**config.mk**
```make
export PLATFORM = sky130hd
export DESIGN_NAME = hex_7seg_scan
export DESIGN_NICKNAME = d
export VERILOG_FILES = /design/src/rtl/seg7_pkg.sv /design/src/rtl/seg7_decode.sv /design/src/rtl/hex_7seg_scan.sv
export SDC_FILE = /design/constraint.sdc
export NUM_CORES = 1
export LEC_CHECK = 0
export ABC_AREA = 1
export BUFFER_PORTS_ARGS = -buffer_cell sky130_fd_sc_hd__buf_2
export CAP_MARGIN = 5
export CORE_UTILIZATION = 50
export CTS_BUF_LIST = sky130_fd_sc_hd__clkbuf_8 sky130_fd_sc_hd__clkbuf_16
export CTS_CLUSTER_DIAMETER = 60
export CTS_CLUSTER_SIZE = 12
export DETAILED_ROUTE_END_ITERATION = 16
export GPL_TIMING_DRIVEN = 0
export PLACE_DENSITY = 0.7
export SLEW_MARGIN = 10
export SYNTH_ARGS = -nofsm -noshare
export SYNTH_HDL_FRONTEND = slang
export SYNTH_SLANG_ARGS = --single-unit
export TNS_END_PERCENT = 1
```
**constraint.sdc**
```tcl
create_clock -name clk -period 1.8 [get_ports clk]
set_input_delay 0.18 -clock clk [delete_from_list [all_inputs] [get_ports clk]]
set_output_delay 0.18 -clock clk [all_outputs]
set_load 0.03 [all_outputs]
```
**src/rtl/seg7_pkg.sv**
```systemverilog
// Shared 7-segment definitions: segment bit order and the canonical
// active-low hex glyph table used by the scan driver.
package seg7_pkg;

    localparam int SEG_A = 6;
    localparam int SEG_B = 5;
    localparam int SEG_C = 4;
    localparam int SEG_D = 3;
    localparam int SEG_E = 2;
    localparam int SEG_F = 1;
    localparam int SEG_G = 0;

    localparam logic [6:0] SEG_BLANK = 7'b1111111;

    // Glyphs are stored active-low (0 = segment lit), bit 6 = a .. bit 0 = g.
    function automatic logic [6:0] hex2seg(input logic [3:0] nib);
        logic [6:0] s;
        case (nib)
            4'h0: s = 7'b0000001;
            4'h1: s = 7'b1001111;
            4'h2: s = 7'b0010010;
            4'h3: s = 7'b0000110;
            4'h4: s = 7'b1001100;
            4'h5: s = 7'b0100100;
            4'h6: s = 7'b0100000;
            4'h7: s = 7'b0001111;
            4'h8: s = 7'b0000000;
            4'h9: s = 7'b0000100;
            4'hA: s = 7'b0001000;
            4'hB: s = 7'b1100000;
            4'hC: s = 7'b0110001;
            4'hD: s = 7'b1000010;
            4'hE: s = 7'b0110000;
            default: s = 7'b0111000;
        endcase
        return s;
    endfunction

endpackage

```
**src/rtl/seg7_decode.sv**
```systemverilog
// Nibble to active-low segment pattern, with a blank override for
// leading-zero suppression.
module seg7_decode
    import seg7_pkg::*;
(
    input  logic [3:0] nib_i,
    input  logic       blank_i,
    output logic [6:0] seg_n_o
);

    assign seg_n_o = blank_i ? SEG_BLANK : hex2seg(nib_i);

endmodule

```
**src/rtl/hex_7seg_scan.sv**
```systemverilog
// Time-multiplexed hex display driver: double-buffered value/dp, per-digit
// dwell with an all-off guard window, leading-zero blanking, registered outputs.
module hex_7seg_scan
    import seg7_pkg::*;
#(
    parameter int DIGITS         = 4,
    parameter int REFRESH_DIV    = 50000,
    parameter int GUARD          = 2,
    parameter bit SEG_ACTIVE_LOW = 1'b1,
    parameter bit AN_ACTIVE_LOW  = 1'b1
) (
    input  logic                  clk,
    input  logic                  reset_n,
    input  logic                  enable,
    input  logic                  load,
    input  logic [4*DIGITS-1:0]   value,
    input  logic [DIGITS-1:0]     dp,
    input  logic                  blank_lz,
    output logic [6:0]            seg,
    output logic                  dp_out,
    output logic [DIGITS-1:0]     an,
    output logic                  frame_done
);

    localparam int IDX_W = (DIGITS > 1) ? $clog2(DIGITS) : 1;
    localparam int CNT_W = (REFRESH_DIV > 1) ? $clog2(REFRESH_DIV) : 1;

    localparam logic [CNT_W-1:0]  CNT_LAST = CNT_W'(REFRESH_DIV - 1);
    localparam logic [IDX_W-1:0]  IDX_LAST = IDX_W'(DIGITS - 1);
    localparam logic [CNT_W-1:0]  GUARD_C  = CNT_W'(GUARD);
    localparam logic [6:0]        SEG_OFF  = {7{SEG_ACTIVE_LOW}};
    localparam logic              DP_OFF   = SEG_ACTIVE_LOW;
    localparam logic [DIGITS-1:0] AN_OFF   = {DIGITS{AN_ACTIVE_LOW}};

    logic [CNT_W-1:0]           cnt_q, cnt_d;
    logic [IDX_W-1:0]           idx_q, idx_d;
    logic [DIGITS-1:0][3:0]     pend_val_q, pend_val_d, disp_val_q, disp_val_d;
    logic [DIGITS-1:0]          pend_dp_q, pend_dp_d, disp_dp_q, disp_dp_d;
    logic                       pend_blz_q, pend_blz_d, disp_blz_q, disp_blz_d;
    logic [6:0]                 seg_q, seg_d;
    logic                       dpo_q, dpo_d;
    logic [DIGITS-1:0]          an_q, an_d;
    logic                       frame_q, frame_d;

    logic                       slot_end, boundary, run;
    logic [DIGITS-1:0]          lz_blank, an_sel;
    logic [6:0]                 dec_seg_n;

    assign slot_end = (cnt_q == CNT_LAST);
    assign boundary = enable && slot_end && (idx_q == IDX_LAST);
    assign an_sel   = DIGITS'(1) << idx_q;

    always_comb begin
        cnt_d = cnt_q;
        idx_d = idx_q;
        if (!enable) begin
            cnt_d = '0;
            idx_d = '0;
        end else if (slot_end) begin
            cnt_d = '0;
            idx_d = (idx_q == IDX_LAST) ? '0 : idx_q + IDX_W'(1);
        end else begin
            cnt_d = cnt_q + CNT_W'(1);
        end
    end

    // Display copies pending-after-load, so a load on the boundary cycle commits.
    always_comb begin
        pend_val_d = pend_val_q;
        pend_dp_d  = pend_dp_q;
        pend_blz_d = pend_blz_q;
        if (load) begin
            pend_val_d = value;
            pend_dp_d  = dp;
            pend_blz_d = blank_lz;
        end
        disp_val_d = boundary ? pend_val_d : disp_val_q;
        disp_dp_d  = boundary ? pend_dp_d  : disp_dp_q;
        disp_blz_d = boundary ? pend_blz_d : disp_blz_q;
    end

    // Blank from the top digit down until a non-zero nibble or a lit dp.
    always_comb begin
        lz_blank = '0;
        run      = disp_blz_q;
        for (int i = DIGITS - 1; i >= 1; i--) begin
            if (run && (disp_val_q[i] == 4'h0) && !disp_dp_q[i]) begin
                lz_blank[i] = 1'b1;
            end else begin
                run = 1'b0;
            end
        end
    end

    seg7_decode u_dec (
        .nib_i   (disp_val_q[idx_q]),
        .blank_i (lz_blank[idx_q]),
        .seg_n_o (dec_seg_n)
    );

    always_comb begin
        seg_d   = SEG_OFF;
        dpo_d   = DP_OFF;
        an_d    = AN_OFF;
        frame_d = 1'b0;
        if (enable) begin
            seg_d   = SEG_ACTIVE_LOW ? dec_seg_n : ~dec_seg_n;
            dpo_d   = disp_dp_q[idx_q] ^ SEG_ACTIVE_LOW;
            frame_d = boundary;
            if (cnt_q >= GUARD_C) begin
                an_d = AN_ACTIVE_LOW ? ~an_sel : an_sel;
            end
        end
    end

    always_ff @(posedge clk or negedge reset_n) begin
        if (!reset_n) begin
            cnt_q      <= '0;
            idx_q      <= '0;
            pend_val_q <= '0;
            pend_dp_q  <= '0;
            pend_blz_q <= 1'b0;
            disp_val_q <= '0;
            disp_dp_q  <= '0;
            disp_blz_q <= 1'b0;
            seg_q      <= SEG_OFF;
            dpo_q      <= DP_OFF;
            an_q       <= AN_OFF;
            frame_q    <= 1'b0;
        end else begin
            cnt_q      <= cnt_d;
            idx_q      <= idx_d;
            pend_val_q <= pend_val_d;
            pend_dp_q  <= pend_dp_d;
            pend_blz_q <= pend_blz_d;
            disp_val_q <= disp_val_d;
            disp_dp_q  <= disp_dp_d;
            disp_blz_q <= disp_blz_d;
            seg_q      <= seg_d;
            dpo_q      <= dpo_d;
            an_q       <= an_d;
            frame_q    <= frame_d;
        end
    end

    assign seg        = seg_q;
    assign dp_out     = dpo_q;
    assign an         = an_q;
    assign frame_done = frame_q;

endmodule

```
Word-level counts from Yosys, hierarchy flattened
Memories as Yosys holds them, arrays and structs flattened.
Cells that the tools add are included.
{"block": "word_totals", "reg_bits": 73, "mem_bits_ro": 112, "in_bits": 25, "memories": 1}
{"block": "op_classes", "n_lt_le_gt_ge": 2, "eq_ne": 3, "shift": 1, "mux": 25, "n_reduce_logical": 14, "add_sub_neg": 2, "bitwise_logic": 2}
{"memory": "(no name shown)", "depth": 16, "word_bits": 7, "read_ports": 1, "rd_clocked_by_memory_dff": 0, "wr": 0, "line_no": "seg7_pkg.sv:18", "text": "case (nib)"}
{"operator": "two-way mux 16 bit", "count": 3}
{"operator": "adder 16 x 1 -> 16 bit, second input constant", "count": 1}
{"operator": "== test 16 bit, second input constant", "count": 1}
{"operator": "greater-or-equal comparator 16 x 2 -> 1 bit, second input constant", "count": 1}
{"operator": "two-way mux 4 bit", "count": 4}
{"operator": "two-way mux 7 bit", "count": 2}
{"operator": "logical NOT 4 bit", "count": 3}
{"operator": "two-way mux 1 bit", "count": 10}
{"operator": "binary-select mux 4 bit (select 2 bit)", "count": 1}
{"operator": "logical AND 1 bit", "count": 8}
{"operator": "two-way mux 2 bit", "count": 3}
{"operator": "binary-select mux 1 bit (select 2 bit)", "count": 2}
{"operator": "inverter 4 bit", "count": 1}
{"operator": "<< shifter 1 x 2 -> 4 bit, first input constant", "count": 1}
{"operator": "logical NOT 1 bit", "count": 3}
{"operator": "less-than comparator 2 x 3 -> 1 bit, second input constant", "count": 1}
{"operator": "adder 2 x 1 -> 2 bit, second input constant", "count": 1}
{"operator": "== test 2 bit, second input constant", "count": 1}
{"operator": "inequality test 2 x 1 -> 1 bit, second input constant", "count": 1}
{"operator": "inverter 1 bit", "count": 1}

Longest topological paths before layout
{"block": "logic_depth", "ltp_word": 14, "depth_mapped": 11, "ltp_nobuf": 10}

By module
Synthesis repeated with hierarchy kept, for this count alone.
{"block": "hier_totals", "cells_unflattened": 452, "area_unflattened_um2": 3714.8}
{"mod": "hex_7seg_scan", "n_inst": 1, "seq_area_each_um2": 1841.8, "area_each_um2": 3422.0, "cells_each": 401}
{"mod": "seg7_decode", "n_inst": 1, "seq_area_each_um2": 0.0, "area_each_um2": 292.8, "cells_each": 51}

Worst setup path after synthesis
No wires, ideal clock.
{"block": "synth_path", "path_kind": "register -> register", "from": "reg idx_q[0]", "to": "reg seg_q[6], in the netlist seg[6]", "stages_incl_launch_ff": 12, "required_ns": 1.721, "n_path_buf": 1, "setup_time_ns": 0.079, "setup_slack_ns": 0.239, "period_less_slack_ns": 1.561, "t_arrival_ns": 1.481, "path_cell_list": "dfrtp_1 > inv_1 > buf_4 > nand2_1 > nand3_1 > nand2_1 > inv_1 > ha_1 > nand2_1 > nor2_1 > nor2_1 > nand2_1"}
{"block": "synth_between", "elab_chain_cells": 5, "word_cells_on_any_way": 7}
{"element": "start, declared", "line_no": "hex_7seg_scan.sv:36", "text": "logic [IDX_W-1:0] idx_q, idx_d;"}
{"element": "start signal, assigned", "line_no": "hex_7seg_scan.sv:132", "text": "idx_q <= idx_d;"}
{"element": "binary-select mux 4 bit (select 2 bit)", "line_no": "hex_7seg_scan.sv:96", "text": ".nib_i (disp_val_q[idx_q]),"}
{"element": "two-way mux 4 bit (not written as such)", "line_no": "hex_7seg_scan.sv:96"}
{"element": "memory read (16 x 7 bit)"}
{"element": "two-way mux 7 bit (*)", "line_no": "seg7_decode.sv:11", "text": "assign seg_n_o = blank_i ? SEG_BLANK : hex2seg(nib_i);"}
{"element": "two-way mux 7 bit (*)", "line_no": "hex_7seg_scan.sv:106", "text": "if (enable) begin"}
{"element": "net seg_d[6]", "line_no": "hex_7seg_scan.sv:40", "text": "logic [6:0] seg_q, seg_d;"}
{"element": "end signal, assigned", "line_no": "hex_7seg_scan.sv:139", "text": "seg_q <= seg_d;"}
{"element": "end, declared", "line_no": "hex_7seg_scan.sv:40"}
The timed path passes the listed nets; every way through them passes the cells marked *. The select of a mux whose other input is x is not followed.
A chain may end at the register's enable or synchronous reset.

Worst setup path in the final report
Same ends and word-level chain as after synthesis.

==> metrics <==
Pwr Density=roughly 770 nW/um2; Worst Path Required=between 2 and 2.5 ns; Multi-input gate area=1590 um2; Fin Setup TNS=0 ns; worst-path maximum fanout=10; Via density=4.96; CP startpoint kind=flip-flop; Pwr Total=~3.2 mW; status=completed; via count=~2800; number of I/O port buffers=37; Storage cell area=about 1800 um2; final setup fails=0; root buffer cell=clkbuf_8; worst min-delay path class=in2reg; total die area=~7600 um2; Mapped Nets=approximately 440; Max Cap Viol=0; Tmin final=roughly 1.7 ns; drt first-iter violations=150; top-level port count=38; fin nets=roughly 500; worst vdd ir=0.534 mV; H-tree depth=3; filler instances=between 600 and 700; leakage=about 2.1 nW; Die Y=slightly below 90 um; Synth Warn #=0; WL final=~7 mm; # clock sinks=73; worst hold margin=a little over 0.08 ns; ANT nets after route=0; Critical Path AT=about 1.9 ns; Worst-Margin Slew=0.407 ns; initial core utilization=a little over half; Die X=87.0 um; Synth cell types=28; largest net degree at the start of global routing=43; clk buf depth=2; total gr overflow=0; Area Growth Syn to Fin=15.7%; endpoint type of the worst setup path=flip-flop; max_slew headroom=around 73%; #FFs+latches synth=73; worst clock skew=around 0.011 ns; top achievable clock speed=around 0.60 GHz; RD Place Congestion=0.848; period utilization=between 90% and 100%; DRC viols=0; RSZ-0062 raised after global routing=true; cell area after synthesis=approximately 3600 um2; WS Path Type=reg2reg; Area after DPL=about 3900 um2; Mapped Cells=between 400 and 500; global-route total usage across every layer=between 20% and 30%; diode count=0; CTS tree=done; final hold viol count=0; first-pass GRT wire length=around 13 mm; initial antenna violation count=0; average cell area after synthesis=between 8 and 9 um2; total CTS buffers=9; placed cell count=539; DR WL/cell=12.7 um; fin. max-slew vios=0; number of global-route vias before repair=approximately 2800; Rows=30; final cell count without fillers=roughly 560; dpl hpwl=roughly 5.3 mm; Clock Latency Late Sink=0.35 ns; post-synthesis sequential area ratio=51.0%; router iterations before antenna repair=4; final instance area=roughly 4200 um2; core area=between 6000 and 7000 um2; layout cells sized above 1=a little over a quarter; clock-pin slew on the worst setup and hold paths=~0.070 ns
-- cells in the final DEF (no fill, tap or decap), types with 2 or more instances in the layout --
cell,instances
dfrtp_1,61
clkinv_2,3
buf_6,5
ha_1,12
nor2_2,2
xor2_1,7
clkbuf_8,10
nand4_1,2
dfstp_2,12
nand2_2,9
nor2_1,44
nor3_1,4
mux2_2,21
nand2_1,117
nor3b_1,3
inv_1,22
nor4_1,2
o21ai_0,8
a21oi_1,2
buf_2,39
inv_2,3
buf_4,5
clkbuf_2,2
nand3_1,55
-- synthesized netlist by cell type, drive strengths merged --
cell,number,share of area (%)
buf,9,2.1
nor3,5,0.83
nand2,127,14
o21ai,8,1.1
inv,26,2.7
xor2,7,1.7
clkinv,1,0.14
nand4,3,0.93
nor3b,3,0.62
ha,12,4.2
mux2,21,6.5
nor4,2,0.35
nor2,48,5.8
nand3,55,7.6
dfrtp,61,42
a21oi,2,0.28
clkbuf,3,0.31
dfstp,12,8.7
-- sequential cells by signal, summed over array words and instances, names as in the netlist --
| name | cells |
|---|---|
| cnt_q | 16 |
| dp_out | 1 |
| disp_dp_q | 4 |
| frame_done | 1 |
| pend_dp_q | 4 |
| disp_blz_q | 1 |
| an | 4 |
| disp_val_q | 16 |
| pend_blz_q | 1 |
| pend_val_q | 16 |
| idx_q | 2 |
| seg | 7 |
-- final timing paths --
kind                              start            end  slack [ns]  depth (start not counted)
setup / recovery               idx_q[0]         seg[6]        0.13                         10
hold / removal                 blank_lz     pend_blz_q        0.08                          2
setup reg to reg               idx_q[0]         seg[6]        0.13                         10
hold reg to reg            disp_dp_q[2]   disp_dp_q[2]        0.48                          2
max in group asynchronous       reset_n  disp_val_q[4]        0.95                          3
min in group asynchronous       reset_n       cnt_q[4]        0.29                          2
-- timing repair --
action | 4_1_cts | 5_1_grt
hold buffers | 1 | 0
setup endpoints to repair | 1 | 26
gates resized for setup | 1 | 8
buffers inserted | 0 | 3
endpoints found under the hold margin | 19 | 0
pin swaps | 0 | 1
-- critical path, stage by stage, from the launching register on --
cell	delay, ns
dfrtp_1	0.44
buf_2	0.21
nand2_1	0.08
nand3_1	0.10
nand2_2	0.13
inv_1	0.08
ha_1	0.24
nand2_1	0.10
nor2_1	0.05
a21oi_1	0.12
nand2_1	0.07
-- logic make-up after synthesis --
family | share of synthesized area, %
AND/OR/NAND/NOR | 30.0
flip-flops | 51.0
buffers and inverters | 5.23
multiplexers | 6.54
adder cells (fa/ha/maj) | 4.16
AO/OA/AOI/OAI | 1.39
XOR/XNOR | 1.70
-- through the flow --
step,setup WS [ns],util [%]
after floorplan,0.239,-
after global placement,0.0369,57.0
after detailed placement,0.00718,57.4
after CTS,0.0335,60.4
after global routing,-0.0376,60.9
final,0.133,60.9
-- final cells by class --
class | count | area share (%)
inverter | 27 | 2.51
buffer | 12 | 2.21
tap | 96 | 2.87
clock buffer | 10 | 3.29
sequential | 73 | 44.0
timing repair buffer | 42 | 5.75
clock inverter | 5 | 1.35
multi-input combinational | 293 | 38.0
-- where the power goes --
part / total [mW] / leakage, nW / internal (mW) / switching, mW
clock network: 1.27 / 0.0981 / 0.667 / 0.601
logic: 0.211 / 1.09 / 0.0890 / 0.122
registers: 1.73 / 0.928 / 1.71 / 0.0187
-- metal layers --
metal	global-route usage (%)	vias to the layer above	share of wire (%)
met5	0	-	0
met4	7.12	0	1.4
met3	5.50	9	3.9
met2	34.9	56	46
met1	29.6	1296	49
li1	-	1409	-
Note: power is estimated with default switching activity, not from simulation.
